`src/rtl/header_stream_sequencer.sv`:
```
// Header stream sequencer: walks the enabled section generators in index order,
// forwards their words onto the set_bit bus and records each section's byte offset.

module hss_lane #(
  parameter int LANE   = 0,
  parameter int IDX_W  = 3,
  parameter int VAL_W  = 64,
  parameter int SIZE_W = 64,
  parameter int ADDR_W = 32
) (
  input  logic              clock,
  input  logic              reset,
  input  logic [IDX_W-1:0]  idx,
  input  logic              issue,
  input  logic              clear,
  input  logic [ADDR_W-1:0] byte_ofs,
  input  logic              valid,
  input  logic              flush,
  input  logic              fin,
  input  logic [VAL_W-1:0]  val,
  input  logic [SIZE_W-1:0] size_of_bit,
  output logic              kick,
  output logic              sel_valid,
  output logic              sel_flush,
  output logic              sel_done,
  output logic [VAL_W-1:0]  sel_val,
  output logic [SIZE_W-1:0] sel_size,
  output logic [ADDR_W-1:0] offset
);
  logic sel;

  assign sel       = (idx == IDX_W'(LANE));
  assign kick      = issue & sel;
  assign sel_valid = sel & valid;
  assign sel_flush = sel & flush;
  assign sel_done  = sel & fin;
  assign sel_val   = sel ? val : '0;
  assign sel_size  = sel ? size_of_bit : '0;

  // Offset is taken from the running bit count in the cycle the section is kicked.
  always_ff @(posedge clock) begin
    if (reset || clear) offset <= '0;
    else if (kick)      offset <= byte_ofs;
  end
endmodule

module header_stream_sequencer #(
  parameter int NUM_SRC = 5,
  parameter int VAL_W   = 64,
  parameter int SIZE_W  = 64,
  parameter int ADDR_W  = 32,
  parameter int TIMEOUT = 1024
) (
  input  logic                      clock,
  input  logic                      reset,
  input  logic                      start,
  input  logic [NUM_SRC-1:0]        src_mask,
  output logic [NUM_SRC-1:0]        src_start,
  input  logic [NUM_SRC-1:0]        src_valid,
  input  logic [NUM_SRC*VAL_W-1:0]  src_val,
  input  logic [NUM_SRC*SIZE_W-1:0] src_size_of_bit,
  input  logic [NUM_SRC-1:0]        src_flush,
  input  logic [NUM_SRC-1:0]        src_done,
  output logic                      sb_enable,
  output logic [VAL_W-1:0]          sb_val,
  output logic [SIZE_W-1:0]         sb_size_of_bit,
  output logic                      sb_flush,
  output logic [ADDR_W-1:0]         bit_count,
  output logic [NUM_SRC*ADDR_W-1:0] section_offset,
  output logic                      busy,
  output logic                      done,
  output logic                      error
);
  // idx must be able to hold NUM_SRC so SELECT can see "past the last section".
  localparam int IDX_W = $clog2(NUM_SRC + 1);
  localparam int WD_W  = $clog2(TIMEOUT + 1);

  typedef enum logic [2:0] {IDLE, SELECT, ISSUE, RUN, DONE} state_t;

  state_t               state, state_nxt;
  logic [IDX_W-1:0]     idx, idx_nxt, sel_idx;
  logic [WD_W-1:0]      wd, wd_nxt;
  logic [NUM_SRC-1:0]   mask_q;
  logic                 sel_hit, start_acc, issue, wd_expire, take;

  logic [NUM_SRC-1:0]             lane_valid, lane_flush, lane_done;
  logic [NUM_SRC-1:0][VAL_W-1:0]  lane_val;
  logic [NUM_SRC-1:0][SIZE_W-1:0] lane_size;

  logic                 act_valid, act_flush, act_done;
  logic [VAL_W-1:0]     act_val;
  logic [SIZE_W-1:0]    act_size, size_clamp;
  logic                 oversize;
  logic [ADDR_W-1:0]    byte_ofs, sum, sum_aligned;

  assign start_acc = (state == IDLE) && start;
  assign issue     = (state == ISSUE);
  assign busy      = (state != IDLE);
  assign done      = (state == DONE);
  assign byte_ofs  = (bit_count >> 3) + ADDR_W'(bit_count[2:0] != 3'd0);

  for (genvar g = 0; g < NUM_SRC; g++) begin : g_lane
    hss_lane #(
      .LANE(g), .IDX_W(IDX_W), .VAL_W(VAL_W), .SIZE_W(SIZE_W), .ADDR_W(ADDR_W)
    ) u_lane (
      .clock       (clock),
      .reset       (reset),
      .idx         (idx),
      .issue       (issue),
      .clear       (start_acc),
      .byte_ofs    (byte_ofs),
      .valid       (src_valid[g]),
      .flush       (src_flush[g]),
      .fin         (src_done[g]),
      .val         (src_val[g*VAL_W +: VAL_W]),
      .size_of_bit (src_size_of_bit[g*SIZE_W +: SIZE_W]),
      .kick        (src_start[g]),
      .sel_valid   (lane_valid[g]),
      .sel_flush   (lane_flush[g]),
      .sel_done    (lane_done[g]),
      .sel_val     (lane_val[g]),
      .sel_size    (lane_size[g]),
      .offset      (section_offset[g*ADDR_W +: ADDR_W])
    );
  end

  // Only the lane matching idx contributes, so an OR across lanes is the mux.
  always_comb begin
    act_valid = 1'b0;
    act_flush = 1'b0;
    act_done  = 1'b0;
    act_val   = '0;
    act_size  = '0;
    for (int i = 0; i < NUM_SRC; i++) begin
      act_valid = act_valid | lane_valid[i];
      act_flush = act_flush | lane_flush[i];
      act_done  = act_done  | lane_done[i];
      act_val   = act_val   | lane_val[i];
      act_size  = act_size  | lane_size[i];
    end
  end

  // Lowest enabled section at or above idx; scanning downward leaves the lowest hit.
  always_comb begin
    sel_hit = 1'b0;
    sel_idx = '0;
    for (int i = NUM_SRC - 1; i >= 0; i--) begin
      if (mask_q[i] && (IDX_W'(i) >= idx)) begin
        sel_hit = 1'b1;
        sel_idx = IDX_W'(i);
      end
    end
  end

  always_comb begin
    state_nxt = state;
    idx_nxt   = idx;
    wd_nxt    = wd;
    wd_expire = 1'b0;
    case (state)
      IDLE: begin
        if (start) begin
          state_nxt = SELECT;
          idx_nxt   = '0;
        end
      end
      SELECT: begin
        if (sel_hit) begin
          state_nxt = ISSUE;
          idx_nxt   = sel_idx;
        end else begin
          state_nxt = DONE;
        end
      end
      ISSUE: begin
        wd_nxt    = '0;
        state_nxt = RUN;
      end
      RUN: begin
        if (act_done) begin
          idx_nxt   = idx + IDX_W'(1);
          wd_nxt    = '0;
          state_nxt = SELECT;
        end else if (act_valid) begin
          wd_nxt = '0;
        end else if (wd == WD_W'(TIMEOUT - 1)) begin
          wd_expire = 1'b1;
          state_nxt = DONE;
        end else begin
          wd_nxt = wd + WD_W'(1);
        end
      end
      DONE:    state_nxt = IDLE;
      default: state_nxt = IDLE;
    endcase
  end

  always_ff @(posedge clock) begin
    if (reset) begin
      state  <= IDLE;
      idx    <= '0;
      wd     <= '0;
      mask_q <= '0;
    end else begin
      state <= state_nxt;
      idx   <= idx_nxt;
      wd    <= wd_nxt;
      if (start_acc) mask_q <= src_mask;
    end
  end

  assign take        = (state == RUN) && act_valid;
  assign oversize    = act_size > SIZE_W'(VAL_W);
  assign size_clamp  = oversize ? SIZE_W'(VAL_W) : act_size;
  assign sum         = bit_count + ADDR_W'(size_clamp);
  // Flush aligns after the word's own bits are counted.
  assign sum_aligned = act_flush ? ((sum + ADDR_W'(7)) & ~ADDR_W'(7)) : sum;

  always_ff @(posedge clock) begin
    if (reset) begin
      sb_enable      <= 1'b0;
      sb_val         <= '0;
      sb_size_of_bit <= '0;
      sb_flush       <= 1'b0;
    end else begin
      sb_enable <= take;
      sb_flush  <= take & act_flush;
      if (take) begin
        sb_val         <= act_val;
        sb_size_of_bit <= size_clamp;
      end
    end
  end

  always_ff @(posedge clock) begin
    if (reset) begin
      bit_count <= '0;
      error     <= 1'b0;
    end else if (start_acc) begin
      bit_count <= '0;
      error     <= 1'b0;
    end else begin
      if (take) bit_count <= sum_aligned;
      if ((take && oversize) || wd_expire) error <= 1'b1;
    end
  end
endmodule

```
`config.mk`:
```
export PLATFORM = sky130hd
export DESIGN_NAME = header_stream_sequencer
export DESIGN_NICKNAME = d
export VERILOG_FILES = /design/src/rtl/header_stream_sequencer.sv
export SDC_FILE = /design/constraint.sdc
export NUM_CORES = 1
export LEC_CHECK = 0
export ABC_CLOCK_PERIOD_IN_PS = 10370
export CAP_MARGIN = 15
export CORE_AREA = 2 2 382 384
export CTS_CLUSTER_DIAMETER = 80
export DETAILED_ROUTE_END_ITERATION = 7
export DIE_AREA = 0 0 384 386
export HOLD_SLACK_MARGIN = 0.08
export SYNTH_ARGS = -nofsm -noshare
export SYNTH_HDL_FRONTEND = slang
export SYNTH_HIERARCHICAL = 1
export SYNTH_SLANG_ARGS = --single-unit
```
`constraint.sdc`:
```
create_clock -name clock -period 10.37 [get_ports clock]
set_input_delay 1.037 -clock clock [delete_from_list [all_inputs] [get_ports clock]]
set_output_delay 1.037 -clock clock [all_outputs]
set_load 0.01 [all_outputs]
```
==> results.md <==
- Hold Path Class: flop to flop
- Crit-path max FO: 34
- Hold Path Sink: sb_size_of_bit[34]
- Worst Skew: 0.0304 ns
- Detailed Route WL: between 100,000 and 150,000 µm
- Worst rel slew slack: roughly 16%
- Critical path startpoint category: flop
- Register area share after synthesis: between 20% and 30%
- Post-DRT Antenna Nets: 0
- RD Place Congestion: 0.910
- # clock sinks: 345
- Fraction of layout cells with a size suffix above 1: under 10%
- First drt pass iteration count: 5
- Crit share post-route: 72.5%
- #FFs+latches synth: about 350
- Post-CTS setup buffers: 0
- Synth async-reset ratio: 0%
- Status: complete, no violations
- Lkg Pwr: 13.1 nW
- Unique cell type count in the Yosys netlist: 91
- Total Power: approximately 3.6 mW
- CTS Root Cell: clkbuf_16
- Worst-Skew Late Latency: between 0.6 and 0.7 ns
- Pwr Density: 99.5 mW/mm²
- CTS Hold Bufs: 0
- Cells after synthesis: 2,788
- Total grt overflow: 0
- HPWL Detailed: 111,000 µm
- Internal power: 2.63 mW
- Sw Pwr: between 1 and 1.5 mW
- Vias/cell: 4.27
- Sequential power share: 37.1%
- Slew @ Worst Pin: between 1 and 1.5 ns
- CTS clk-pin slew, worst paths: 0.06 ns
- Die Ht: ~390 µm
- Worst reg-to-reg setup slack: ~2.9 ns
- Site row count: 140
- Synthesized cell area: about 0.023 mm²
- Fin crit period: 7.52 ns
- Initial DRC Count: 1,770
- DRC viols: 0
- F_max: 133 MHz
- Total track usage: ~17%
- Fin Setup TNS: 0 ns
- Net Sw Frac: 27.8%
- Final #Nets: 4,376
- Kind of critical path: flop to flop
- Filler Cell Count: ~16,000
- RSZ-0062 raised after global routing: false
- Largest net degree at the start of global routing: 232
- R2R cell count: 20
- Die ar.: 0.148 mm²
- Area Overhead vs Synth: 57.5%
- CTS max path bufs: 3
- WP data arrival: 8.06 ns
- Hold path start: sb_size_of_bit[34]
- Crit Reg-Reg Startpoint: idx[2]
- Final Max Slew Viols: 0
- CTS tree: built
- Most frequent cells in the layout: 991 x clkdlybuf4s50_1, 722 x and2_1, 345 x dfxtp_1, 324 x nor3b_1, 157 x nor3_1
- Via count: 24,124
- Logic pwr share: 17.4%
- Vias in the first global route: 22,539
- Crit Reg-Reg Endpoint: bit_count[31]
- Initial core utilization: 16.1%
- H-tree depth: 2
- Core Region: 0.145 mm²
- Worst vdd ir: ~0.000095 V
- Avg WL per Cell: approximately 24 µm
- Final Hold Vio Count: 0
- Resize count post-CTS: 0
- CP endpoint kind: flop
- CTS Buf Count: 47
- Critical Path RT: 10.91 ns
- I/O Buffers: slightly below 1,000
- Max cap viols: 0
- Die W: 384 µm
- Syn_area_per_cell: 8.34 µm²
- Commonest non-fill, non-tap cell in the layout: clkdlybuf4s50_1
- Cells on Worst Hold Path: 1
- Io pins: between 900 and 1,000
- Clk pwr share: 45.5%
- First-pass GRT wire length: 181,000 µm
- EDFF count, synth: 0
- Final setup viols: 0
- Synth Flop Type: dfxtp_1
- Antenna violations before repair: 94
- Syn. warnings: 6
## worst max-delay path by stage
| stage | from | cells past startpoint | slack (ns) | endpoint |
|---|---|---|---|---|
| floorplan | src_size_of_bit[64] | 19 | 4.93 | bit_count[27] |
| global placement | src_size_of_bit[50] | 20 | 3.00 | bit_count[27] |
| detailed placement | idx[2] | 20 | 2.82 | bit_count[31] |
| CTS | idx[2] | 20 | 2.81 | bit_count[31] |
| global route | idx[2] | 20 | 2.33 | bit_count[31] |
| finish | idx[2] | 20 | 2.85 | bit_count[31] |
## critical path, stage by stage (launching register included)
cell and delay, ns:
dfxtp_1 0.90, and3b_4 0.41, buf_4 0.30, and2_1 0.20, nor4_1 0.57, nand4_1 0.18, nor4_1 0.40, nand4_1 0.38
nor3_1 0.58, and2_1 0.24, ha_1 0.31, a211oi_2 0.47, o31ai_4 0.15, a21oi_1 0.44, xnor2_1 0.26, nand3_1 0.14
and4b_1 0.42, nand4_2 0.24, nor4_2 0.37, mux2i_1 0.26, mux2i_1 0.19
## power by group through the flow
stage / Sequential, mW / Clock [mW] / Combinational, mW
after floorplan: 1.37 / 0 / 0.261
after CTS: 1.35 / 1.71 / 0.639
after global routing: 1.35 / 1.75 / 0.681
final: 1.35 / 1.66 / 0.634
after detailed placement: 1.38 / 0 / 0.635
after global placement: 1.38 / 0 / 0.635
## logic make-up (layout without fill, tap and decap cells)
logic type                 Yosys count  count (layout)  share of synthesized area, %
and+or+nand+nor                   1731            1731                          45.9
DFF                                345             345                          29.7
buffers and inverters              226            1115                          4.89
AOI/OAI and AO/OA                  204             204                          5.94
muxes                              167             167                          8.53
xor gates and xnor gates            76              76                          2.93
adders and majority gates           38              38                          2.08
other                                1              58                        0.0161
## synth_stat cells (all sizes together) (43+ instances only)
master | number | area [µm²]
a21oi | 65 | 325
and2 | 723 | 4520
buf | 80 | 536
clkbuf | 134 | 557
dfxtp | 345 | 6910
mux2 | 161 | 1920
nand2 | 91 | 342
nor2 | 155 | 582
nor3 | 160 | 816
nor3b | 328 | 2480
nor4 | 82 | 556
o21ai | 43 | 223
or4 | 68 | 510
xnor2 | 44 | 400
## per-stage QoR
| step | instance area (µm²) | hold slack (ns) | setup slack, ns | utilization (%) | std cells |
|---|---|---|---|---|---|
| floorplan | 23400 | 0.452 | 4.93 | - | 2821 |
| global placement | 35000 | 0.441 | 3.00 | 24.2 | 5542 |
| detailed placement | 35000 | 0.443 | 2.82 | 24.2 | 5542 |
| CTS | 36500 | 0.459 | 2.81 | 25.3 | 5626 |
| global route | 36500 | 0.470 | 2.33 | 25.3 | 5629 |
| finish | 36600 | 0.456 | 2.85 | 25.3 | 5651 |
## area by class of cell
cell class	count	area (µm²)	share of cell area (%)
diodes	24	60.1	0.164
clock buffers	62	1310	3.59
clock inverters	22	251	0.687
inverters	12	45.0	0.123
multi-input cells	2250	15400	42.1
flip-flops and latches	345	6910	18.9
well taps	1917	2400	6.55
repair buffers	1019	10200	27.9
## registers in the layout, summed over array words and instances (netlist names)
signal	cells
g_lane.u_lane/offset	160
idx	3
wd	11
mask_q	5
sb_val	64
error	1
sb_flush	1
sb_enable	1
sb_size_of_bit	64
state	3
bit_count	32
## per-layer routing
layer  routed length, µm  global-route usage, %
met1               57200                   22.1
met3               16300                   7.95
met2               60300                   26.8
met4                2570                   3.19
met5                 359                      0
Power figures use the tool's default switching activity.
